===== src/rtl/reg_dump_pkg.sv =====
// reg_dump_pkg: shared constants and FSM state type for the
// register-file dump engine (frame header, size, state enum).
package reg_dump_pkg;

    localparam int NREGS  = 32;
    localparam int ADDR_W = 5;
    localparam int DATA_W = 32;

    localparam logic [7:0] HDR_BYTE = 8'hA5;
    localparam int FRAME_BYTES = 2 + 5 * NREGS;

    typedef enum logic [2:0] {
        IDLE,
        HDR,
        ADDR,
        DATA,
        CSUM
    } state_t;

endpackage


===== src/rtl/reg_dump_if.sv =====
// reg_dump_if: byte stream with valid/ready handshake.
// master drives out_valid/out_data/out_last, slave drives out_ready.
interface reg_dump_if;

    logic       out_valid;
    logic       out_ready;
    logic [7:0] out_data;
    logic       out_last;

    modport master (
        output out_valid,
        output out_data,
        output out_last,
        input  out_ready
    );

    modport slave (
        input  out_valid,
        input  out_data,
        input  out_last,
        output out_ready
    );

endinterface


===== src/rtl/reg_dump_ser.sv =====
// reg_dump_ser: 32-bit snapshot register, shifted MSB-first a byte at a time.
// Ports: clk, rst, i_clr, i_load, i_shift, i_data -> o_next, o_wrap.
module reg_dump_ser
    import reg_dump_pkg::*;
(
    input  logic        clk,
    input  logic        rst,
    input  logic        i_clr,
    input  logic        i_load,
    input  logic        i_shift,
    input  logic [31:0] i_data,
    output logic [7:0]  o_next,
    output logic        o_wrap
);

    logic [31:0] r_sr;
    logic [1:0]  r_bcnt;

    always_ff @(posedge clk or posedge rst) begin
        if (rst) begin
            r_sr   <= '0;
            r_bcnt <= '0;
        end else if (i_clr) begin
            r_sr   <= '0;
            r_bcnt <= '0;
        end else if (i_load) begin
            r_sr <= i_data;
        end else if (i_shift) begin
            r_sr   <= {r_sr[23:0], 8'h00};
            r_bcnt <= r_bcnt + 2'd1;
        end
    end

    // Top byte is the one on the wire; the byte below it goes out next.
    assign o_next = r_sr[23:16];
    assign o_wrap = (r_bcnt == 2'd3);

endmodule


===== src/rtl/reg_dump.sv =====
// reg_dump: walks the register file and streams a 162-byte frame
// (A5, {addr,4 data bytes} x 32, XOR checksum). Ports: clk, rst, start,
// rd_addr/rd_data (read port), out (stream master), busy, done.
module reg_dump
    import reg_dump_pkg::*;
#(
    parameter int NREGS_P  = NREGS,
    parameter int ADDR_W_P = ADDR_W,
    parameter int DATA_W_P = DATA_W
) (
    input  logic                clk,
    input  logic                rst,
    input  logic                start,
    output logic [ADDR_W_P-1:0] rd_addr,
    input  logic [DATA_W_P-1:0] rd_data,
    reg_dump_if.master          out,
    output logic                busy,
    output logic                done
);

    state_t              r_state;
    logic [ADDR_W_P-1:0] r_idx;
    logic [7:0]          r_chk;
    logic [7:0]          r_data;
    logic                r_valid;
    logic                r_last;
    logic                r_busy;
    logic                r_done;

    logic       w_hs;
    logic       w_clr;
    logic       w_load;
    logic       w_shift;
    logic [7:0] w_next;
    logic       w_wrap;
    logic       w_lastreg;

    assign w_hs      = r_valid & out.out_ready;
    assign w_clr     = (r_state == IDLE) & start;
    assign w_load    = w_hs & (r_state == ADDR);
    assign w_shift   = w_hs & (r_state == DATA);
    assign w_lastreg = (r_idx == ADDR_W_P'(NREGS_P - 1));

    reg_dump_ser u_ser (
        .clk     (clk),
        .rst     (rst),
        .i_clr   (w_clr),
        .i_load  (w_load),
        .i_shift (w_shift),
        .i_data  (rd_data[31:0]),
        .o_next  (w_next),
        .o_wrap  (w_wrap)
    );

    always_ff @(posedge clk or posedge rst) begin
        if (rst) begin
            r_state <= IDLE;
            r_idx   <= '0;
            r_chk   <= '0;
            r_data  <= '0;
            r_valid <= 1'b0;
            r_last  <= 1'b0;
            r_busy  <= 1'b0;
            r_done  <= 1'b0;
        end else begin
            r_done <= 1'b0;
            unique case (r_state)
                IDLE: begin
                    if (start) begin
                        r_state <= HDR;
                        r_idx   <= '0;
                        r_chk   <= '0;
                        r_data  <= HDR_BYTE;
                        r_valid <= 1'b1;
                        r_last  <= 1'b0;
                        r_busy  <= 1'b1;
                    end
                end
                HDR: begin
                    if (w_hs) begin
                        r_state <= ADDR;
                        r_data  <= 8'(r_idx);
                    end
                end
                ADDR: begin
                    // Snapshot is taken here; MSB goes straight to the wire.
                    if (w_hs) begin
                        r_state <= DATA;
                        r_chk   <= r_chk ^ r_data;
                        r_data  <= rd_data[31:24];
                    end
                end
                DATA: begin
                    if (w_hs) begin
                        r_chk <= r_chk ^ r_data;
                        if (w_wrap) begin
                            r_idx <= r_idx + 1'b1;
                            if (w_lastreg) begin
                                r_state <= CSUM;
                                r_data  <= r_chk ^ r_data;
                                r_last  <= 1'b1;
                            end else begin
                                r_state <= ADDR;
                                r_data  <= 8'(r_idx + 1'b1);
                            end
                        end else begin
                            r_data <= w_next;
                        end
                    end
                end
                CSUM: begin
                    if (w_hs) begin
                        r_state <= IDLE;
                        r_data  <= '0;
                        r_valid <= 1'b0;
                        r_last  <= 1'b0;
                        r_busy  <= 1'b0;
                        r_done  <= 1'b1;
                    end
                end
                default: r_state <= IDLE;
            endcase
        end
    end

    assign rd_addr       = r_idx;
    assign out.out_valid = r_valid;
    assign out.out_data  = r_data;
    assign out.out_last  = r_last;
    assign busy          = r_busy;
    assign done          = r_done;

endmodule


===== src/flat_wrapper.sv =====
// flat-port wrapper written by rule: the top's interface ports become plain ports
module reg_dump_flat import reg_dump_pkg::*;
#(
    parameter int NREGS_P  = NREGS,
    parameter int ADDR_W_P = ADDR_W,
    parameter int DATA_W_P = DATA_W
)
  (clk, rst, start, rd_addr, rd_data, busy, done, out_out_valid, out_out_data, out_out_last, out_out_ready);
  reg_dump_if out_i ();
  input  logic clk;
  input  logic rst;
  input  logic start;
  output logic [ADDR_W_P-1:0] rd_addr;
  input  logic [DATA_W_P-1:0] rd_data;
  output logic busy;
  output logic done;
  output wire logic [$bits(out_i.out_valid)-1:0] out_out_valid;
  output wire logic [$bits(out_i.out_data)-1:0] out_out_data;
  output wire logic [$bits(out_i.out_last)-1:0] out_out_last;
  input wire logic [$bits(out_i.out_ready)-1:0] out_out_ready;
  assign out_out_valid = out_i.out_valid;
  assign out_out_data = out_i.out_data;
  assign out_out_last = out_i.out_last;
  assign out_i.out_ready = out_out_ready;
  reg_dump #(.NREGS_P(NREGS_P), .ADDR_W_P(ADDR_W_P), .DATA_W_P(DATA_W_P)) u_core (.clk(clk), .rst(rst), .start(start), .rd_addr(rd_addr), .rd_data(rd_data), .out(out_i), .busy(busy), .done(done));
endmodule

===== config.mk =====
export PLATFORM = sky130hd
export DESIGN_NAME = reg_dump_flat
export DESIGN_NICKNAME = d
export VERILOG_FILES = /design/src/rtl/reg_dump_pkg.sv /design/src/rtl/reg_dump_if.sv /design/src/rtl/reg_dump_ser.sv /design/src/rtl/reg_dump.sv /design/src/flat_wrapper.sv
export SDC_FILE = /design/constraint.sdc
export NUM_CORES = 1
export LEC_CHECK = 0
export CORE_MARGIN = 3
export CORE_UTILIZATION = 45
export DETAILED_ROUTE_END_ITERATION = 8
export PLACE_DENSITY_LB_ADDON = 0.12
export SYNTH_ARGS = -nofsm -noshare
export SYNTH_HDL_FRONTEND = slang
export SYNTH_SLANG_ARGS = --single-unit
export TNS_END_PERCENT = 1

===== constraint.sdc =====
create_clock -name clk -period 1.9 [get_ports clk]
set_input_delay 0.19 -clock clk [delete_from_list [all_inputs] [get_ports clk]]
set_output_delay 0.19 -clock clk [all_outputs]
set_load 0.02 [all_outputs]

# Word-level counts from Yosys, hierarchy flattened
# Cells that the tools add are included.
# totals
reg_bits	53
latchBits	0
ram_bits	0
romBits	0
input_bits	36
output_inout_bits	17
word_cells	87
mem_count	0
# op_classes
n_addsub	3
multipliers	0
n_div	0
order_cmp	0
eq_ne	15
shifts	0
mux	39
n_bitwise	5
reduce_logical	16
# op_table
op	n
$mux 24	3
$mux 8	9
$pmux 8 s5	1
$mux 3	7
$reduce_and 6->1	3
$pmux 8 s2	1
$mux 5	3
$pmux 3 s5	1
$ne 2x1->1 const B	6
$pmux 5 s2	1
$mux 1	8
$reduce_bool 2->1	4
$xor 8x8->8	1
$add 5x1->6 const B	1
$eq 3x2->1 const B	2
$mux 2	3
$ne 2x2->1 const B	3
$reduce_and 3->1	2
$reduce_bool 3->1	2
$add 5x1->5 const B	1
$eq 5x5->1 const B	1
$reduce_bool 5->1	1
$and 1x1->1	4
$reduce_and 4->1	1
other kinds (9)	9

# Logic depth before layout (Yosys ltp)
# Gate-level depths: netlist (run 1).
# logic_depth
ltp_word	5
ltp_mapped	8
depth_no_buf	7

# Hierarchy
# From an unflattened synthesis (run 1), not the netlist that was laid out.
# hier_totals
hier_cells	329
area_unflattened_um2	3171.8
# by_module_without_submodules
mod	n_inst	cells_each	area_per_inst_um2	seq_area_each_um2
reg_dump	1	206	1762.9	675.6
reg_dump_ser	1	123	1408.9	650.6

# Least setup slack after synthesis (run 1)
# OpenSTA, ideal clock, no wires.
# synth_timing
path_type	register to register
from	reg u_core.r_idx[0] (netlist: u_core.rd_addr[0])
to	reg u_core.r_data[3] (netlist: u_core.out.out_data[3])
setup_time_ns	0.126
arrival_ns	1.856
t_required_ns	1.774
setup_slack_ns	-0.082
stages_incl_launch_ff	9
n_path_buf	1
period_less_slack_ns	1.982
path_cell_list	dfrtp_1 ha_1 and3_1 ha_1 clkbuf_1 nand2_1 o22ai_1 a311oi_1 a221o_1
# synth_between
elab_chain_cells	5
word_cells_on_any_way	6
classes_between	add/sub (1); eq/ne (1); mux (4)
# synth_rtl
element	line_no	rtl
from (decl)	reg_dump.sv:22	logic [ADDR_W_P-1:0] r_idx;
from (signal assigned)	reg_dump.sv:97	r_idx <= r_idx + 1'b1;
$add 5x1->6 or $eq 5x5->1 (tied branches)	reg_dump.sv:104, reg_dump.sv:42	
$mux 8 (*)	reg_dump.sv:98	if (w_lastreg) begin
$mux 8 (*)	reg_dump.sv:96	if (w_wrap) begin
$mux 8 (*)	reg_dump.sv:94	if (w_hs) begin
$pmux 8 s5 (*)	reg_dump.sv:67	unique case (r_state)
to (signal assigned)	reg_dump.sv:100	r_data <= r_chk ^ r_data;
to (signal assigned)	reg_dump.sv:104	r_data <= 8'(r_idx + 1'b1);
to (signal assigned)	reg_dump.sv:107	r_data <= w_next;
to (decl)	reg_dump.sv:24	logic [7:0] r_data;
# Every way passes the cells marked *; elsewhere a longest branch is shown, timed or not. The select of a mux whose other input is x is not followed.
# A chain may end at the register's enable or synchronous reset.

# Final worst setup path (run 1)
# layout_timing
from	reg u_core.r_idx[0] (netlist: u_core.rd_addr[0])
to	reg u_core.r_data[4] (netlist: u_core.out.out_data[4])
# Same word-level chain as after synthesis.

==> impl_metrics.ini, run 1 <==
[synthesis]
ys_types = 50
synth_mux_area_share_pct = 5.981
synth_top_family_by_area = compound AO/OA/AOI/OAI gates
yosysWarnings = 0
synthXorXnorAreaFrac_pct = 3.078
yosysMostFrequentCell = dfrtp_1
synth_flop_cell = dfrtp_1
synth_top_area_share_pct = 46.61
synth_common_cells = dfrtp_1, nand2_1, o21ai_1, nor2_1, mux2i_1
yosys-top-cells-area = dfrtp_1, mux2i_1, o21ai_1, nand2_1, a22o_1
synthAdderAreaFrac_pct = 1.759
synth-seq-cells = 53
synth_area_per_cell_sq_um = 9.421
netlist_area_sq_um = 2845
seq_area_frac_synth_pct = 46.61
synth-edff-count = 0
syn-instance-count = 302
async_flop_share_pct = 100.0
syn-num-nets = 342
synth-simple-area-share_pct = 15.57
synth_compound_area_share_pct = 21.86
yosys.area.top_type = dfrtp_1

[setup_path]
r2r_start = u_core.rd_addr[0]$_DFFE_PP0P_
timing.rr.end = u_core.out.out_data[4]$_DFFE_PP0P_
cp_cell_sequence = ha_1 -> and3_1 -> ha_1 -> nor2_1 -> a211o_1 -> a21oi_1 -> a221o_1
cp_slowest_cell = dfrtp_2
rr_worst_depth = 7
critPathKind = register to register
crit_fanout = 2
crit_top_cell = ha_1
r2r_slack_ns = 0.16
critPathLaunchType = register
arrival_ns = 1.99
end_kind = register
cpPeakStageDelay_ns = 0.42
worstPathRequired_ns = 2.15

[drt]
drt-initial-drc-count = 173
viasPerCell = 5.757
wl_mm = 7.141
via_count = 2516
drt_pass1_iterations = 5
drcViolationCount = 0
drt-wirelength-per-cell_um = 16.34
ant_nets = 0

[placed_design]
post-place-ws_ns = 0.06235
gp_congestion = 0.8545
hpwl_mm = 5.209
port-buffer-count = 52
dpl-instance-area_sq_um = 3540

[grt]
use_met2_pct = 31.36
grt_remaining_overflow = 0
grt_use_total_pct = 20.60
grt_pass1_vias = 2451
use_met1_pct = 29.83
antenna_found_initial = 0
grt_pass1_wl_mm = 11.96
grt_max_degree = 33
grtUsageMet3_pct = 4.035
grt-busiest-layer = met2

[finish]
diodes = 0
areaGrowthSynthToFinish_pct = 27.57
drive_above_1_share_pct = 10.22
fillCellCount = 576
final_nets = 401
fin_area_sq_um = 3630

[floorplan]
rows = 28
dieArea_sq_um = 7313
coreArea_sq_um = 6026
initial_core_util_pct = 47.22
io_pins = 53
dieHeight_um = 85.52
die_width_um = 85.52

[power]
p_comb_share_pct = 6.5
power.switching_uw = 419.4
swShare_pct = 22.25
p_leak_nw = 1.511
powerDensity_nw_per_um2 = 519.3
seqPwrFrac_pct = 59.8
irDropWorstVdd_v = 0.0003280
intPower_mw = 1.465
p_clk_share_pct = 33.7

[sta]
worstMarginPinSlew_ns = 0.5215
timing.fmax_mhz = 575.2
relSlewSlack_pct = 65.19
skew_ns = 0.007122
setup_viol = 0
whs_ns = 0.2223
finalSetupTns_ns = 0
slew_violations = 0
finalHoldViolCount = 0
fin_crit_sh_pct = 91.50
setup_ws_ns = 0.1616
min_period_ns = 1.738
rsz0062_at_grt = false

[clocking]
clockBufferDepth = 2
post-cts-setup-buffers = 0
clk_latency_ns = 0.31
cts_root_buffer = clkbuf_8
cts_buffers = 5
h-tree-depth = 2
cts_tree = yes
cts_sinks = 53
path_clk_slew_ns = 0.10

[hold_path]
worstHoldPathType = input pin to async pin

[job]
drv_cap = 0

[outcome]
status = completed
-- worst max-delay path, delay by kind of cell (launching register included) --
family          cells  cell delay, ns
flops               1            0.42
simple gates        2            0.22
compound gates      3            0.55
fa+ha+maj           2            0.50
-- logic make-up (layout without fill, tap and decap cells) --
| family | count (synthesis) | count (layout) |
|---|---|---|
| AO/OA/AOI/OAI | 95 | 95 |
| XOR/XNOR | 10 | 10 |
| adder cells (fa/ha/maj) | 4 | 4 |
| AND/OR/NAND/NOR | 92 | 92 |
| buffers and inverters | 31 | 91 |
| multiplexers | 17 | 17 |
| flip-flops | 53 | 53 |
-- stage by stage --
step / power, mW / utilization, % / cells
6_report: 1.885 / 60.24 / 437
5_1_grt: 1.972 / 60.24 / 437
4_1_cts: 1.914 / 60.20 / 437
3_5_place_dp: 1.275 / 58.74 / 429
3_3_place_gp: 1.275 / 58.74 / 429
2_1_floorplan: 1.181 / - / 302
-- final cells by class --
cell class,count,area (sq um),area share [%]
clock inverter,2,15.01,0.4137
tap,75,93.84,2.585
multi-input combinational,218,1375,37.88
sequential,53,1329,36.61
timing repair buffer,74,710.7,19.58
clock buffer,6,72.57,1.999
inverter,9,33.78,0.9307
-- cells in the final DEF (no fill, tap or decap), types with 6 or more instances in the layout --
cell type / instances
clkdlybuf4s50_1: 52
dfrtp_1: 51
nand2_1: 38
o21ai_1: 33
buf_4: 20
nor2_1: 18
mux2i_1: 17
a21oi_1: 11
a22o_1: 11
nand3_1: 10
inv_1: 6
-- routing by layer --
| metal | share of wire [%] | routed length, um |
|---|---|---|
| met1 | 47 | 3387 |
| met2 | 46 | 3289 |
| met3 | 5.2 | 368 |
| met4 | 1.3 | 96 |
| met5 | 0 | 0 |
-- power groups by stage --
stage | registers, mW | clock network, mW | logic, mW
after floorplan | 1.15 | 0 | 0.0313
after global placement | 1.15 | 0 | 0.125
after detailed placement | 1.15 | 0 | 0.125
after CTS | 1.13 | 0.662 | 0.126
after global routing | 1.13 | 0.710 | 0.134
final | 1.13 | 0.635 | 0.123
-- flip-flops by register name, summed over array words and instances, names as in the netlist --
| register | count |
|---|---|
| u_core.done | 1 |
| u_core.u_ser.r_sr | 24 |
| u_core.r_chk | 8 |
| u_core.rd_addr | 5 |
| u_core.out.out_valid | 1 |
| u_core.out.out_data | 8 |
| u_core.out.out_last | 1 |
| u_core.r_state | 3 |
| u_core.u_ser.r_bcnt | 2 |
-- how the worst max path moves through the flow --
stage                                        from                                 end  cells past startpoint
floorplan           u_core.rd_addr[0]$_DFFE_PP0P_  u_core.out.out_data[5]$_DFFE_PP0P_                      8
global placement                    out_out_ready  u_core.out.out_data[7]$_DFFE_PP0P_                      6
detailed placement                  out_out_ready  u_core.out.out_data[7]$_DFFE_PP0P_                      6
CTS                 u_core.rd_addr[0]$_DFFE_PP0P_  u_core.out.out_data[3]$_DFFE_PP0P_                      7
global route        u_core.r_state[0]$_DFFE_PP0P_  u_core.out.out_data[4]$_DFFE_PP0P_                      4
finish              u_core.rd_addr[0]$_DFFE_PP0P_  u_core.out.out_data[4]$_DFFE_PP0P_                      7
-- repair_timing --
action	CTS	global route
hold buffers	0	0
endpoints found under the setup margin	0	1
resized for setup	0	1
(Power assumes the default switching activity.)
==> run 2, diff against run 1 <==
- CORE_MARGIN: 3 -> unset
==> impl_metrics.ini, run 2 (synthesis results as in run 1) <==
[sta]
rsz0062_at_grt = false
slew_violations = 0
fin_crit_sh_pct = 93.14
timing.fmax_mhz = 565.1
worstMarginPinSlew_ns = 0.4563
skew_ns = 0.01308
min_period_ns = 1.770
finalSetupTns_ns = 0
relSlewSlack_pct = 69.38
finalHoldViolCount = 0
setup_viol = 0

[job]
drv_cap = 0

[clocking]
cts_hold_buf = 0
path_clk_slew_ns = 0.10
cts_root_buffer = clkbuf_8
cts_tree = yes
cts_buffers = 5
cts_sinks = 53
post-cts-setup-buffers = 0
clockBufferDepth = 2
h-tree-depth = 2
clk_latency_ns = 0.32

[drt]
ant_nets = 0
wl_met2_mm = 3.364
wl_mm = 7.018
drt-wirelength-per-cell_um = 16.02
wl_met3_um = 368
drt-initial-drc-count = 120
drt_pass1_iterations = 4
topRoutingLayerUsed = met4
via_count = 2509
wl_met1_mm = 3.250
drcViolationCount = 0
viasPerCell = 5.728

[power]
p_comb_share_pct = 6.4
intPower_mw = 1.467
powerDensity_nw_per_um2 = 525.0
seqPwrFrac_pct = 59.0
p_clk_share_pct = 34.6
p_leak_nw = 1.523
p_total_mw = 1.911
swShare_pct = 23.24
power.switching_uw = 444.0
irDropWorstVdd_v = 0.0003484

[setup_path]
crit_fanout = 2
end_kind = register
arrival_ns = 1.98
critPathKind = register to register
timing.rr.end = u_core.out.out_data[4]$_DFFE_PP0P_
r2r_slack_ns = 0.13
worstPathRequired_ns = 2.11
r2r_start = u_core.rd_addr[0]$_DFFE_PP0P_
rr_worst_depth = 7
critPathLaunchType = register

[grt]
grt_max_degree = 53
antenna_found_initial = 0
grt_remaining_overflow = 0
grt_pass1_vias = 2378
grt_use_total_pct = 22.74
grt_pass1_wl_mm = 11.42

[floorplan]
initial_core_util_pct = 47.22
die_width_um = 81.52
rows = 28
dieHeight_um = 81.52
coreArea_sq_um = 6026
dieArea_sq_um = 6645
io_pins = 53

[finish]
fin_util_pct = 60.40
layout_common_cells = clkdlybuf4s50_1, dfrtp_1, nand2_1
diodes = 0
largest_register_ffs = 24
final_nets = 402
areaGrowthSynthToFinish_pct = 27.92
final_common_cell = clkdlybuf4s50_1
fillCellCount = 558
drive_above_1_share_pct = 10.74
largest-register = u_core.u_ser.r_sr

[outcome]
status = completed

[placed_design]
port-buffer-count = 52
hpwl_mm = 5.125
gp_congestion = 0.8212

[hold_path]
worstHoldPathType = input pin to async pin
[run 2: changes by cell type in the layout (fill, tap and decap cells not counted)]
cell        previous run  this run
inv_6                  0         1
clkbuf_1               1         0
clkinv_2               0         1
buf_4                 20        21
clkinvlp_4             2         1
[run 2: layout make-up]
| cell class | instances | area, sq um | share of cell area [%] |
|---|---|---|---|
| well taps | 75 | 93.84 | 2.578 |
| clock buffers | 5 | 68.82 | 1.891 |
| repair buffers | 75 | 718.2 | 19.73 |
| inverters | 9 | 33.78 | 0.9282 |
| flip-flops and latches | 53 | 1329 | 36.51 |
| multi-input cells | 218 | 1375 | 37.78 |
| clock inverters | 3 | 21.27 | 0.5844 |
[run 2: power groups by stage]
stage	logic (mW)	registers (mW)	clock network [mW]
after floorplan	0.0313	1.15	0
after global placement	0.124	1.15	0
after detailed placement	0.124	1.15	0
after CTS	0.125	1.13	0.680
after global routing	0.133	1.13	0.725
final	0.122	1.13	0.662
[run 2: worst max-delay path by stage]
stage	slack, ns	end	startpoint	cells after the start
finish	0.13	u_core.out.out_data[4]$_DFFE_PP0P_	u_core.rd_addr[0]$_DFFE_PP0P_	7
CTS	0.11	u_core.out.out_data[5]$_DFFE_PP0P_	u_core.rd_addr[0]$_DFFE_PP0P_	7
global route	0.02	u_core.out.out_data[4]$_DFFE_PP0P_	u_core.rd_addr[0]$_DFFE_PP0P_	7
floorplan	0.02	u_core.out.out_data[5]$_DFFE_PP0P_	u_core.rd_addr[0]$_DFFE_PP0P_	8
detailed placement	0.07	u_core.rd_addr[1]$_DFFE_PP0P_	start	5
global placement	0.07	u_core.rd_addr[1]$_DFFE_PP0P_	start	5
[run 2: what timing repair did]
item / CTS / global route
hold endpoints to repair: 0 / 0
resized for setup: 0 / 1
endpoints found under the setup margin: 0 / 2
[run 2: critical path, cell delays in order (launching register included)]
cell,delay [ns]
dfrtp_2,0.43
ha_1,0.21
and3_1,0.17
ha_1,0.31
nor2_1,0.12
a211o_1,0.12
a21oi_1,0.06
a221o_1,0.25
[run 2: routing by layer]
layer / GRT usage (%) / vias to the layer above
met5: 0 / -
met4: 4.286 / 0
met3: 4.556 / 4
met2: 37.17 / 72
met1: 31.33 / 1226
li1: - / 1207
[run 2: stage by stage]
stage	hold slack, ns	worst slack (ns)	instance area (sq um)	std cells
6_report	0.08062	0.1304	3640	438
5_1_grt	0.06695	0.01968	3640	438
4_1_cts	0.08481	0.1075	3637	438
3_5_place_dp	0.4389	0.07234	3547	430
3_3_place_gp	0.4375	0.07426	3547	430
2_1_floorplan	0.3225	0.02161	2850	302
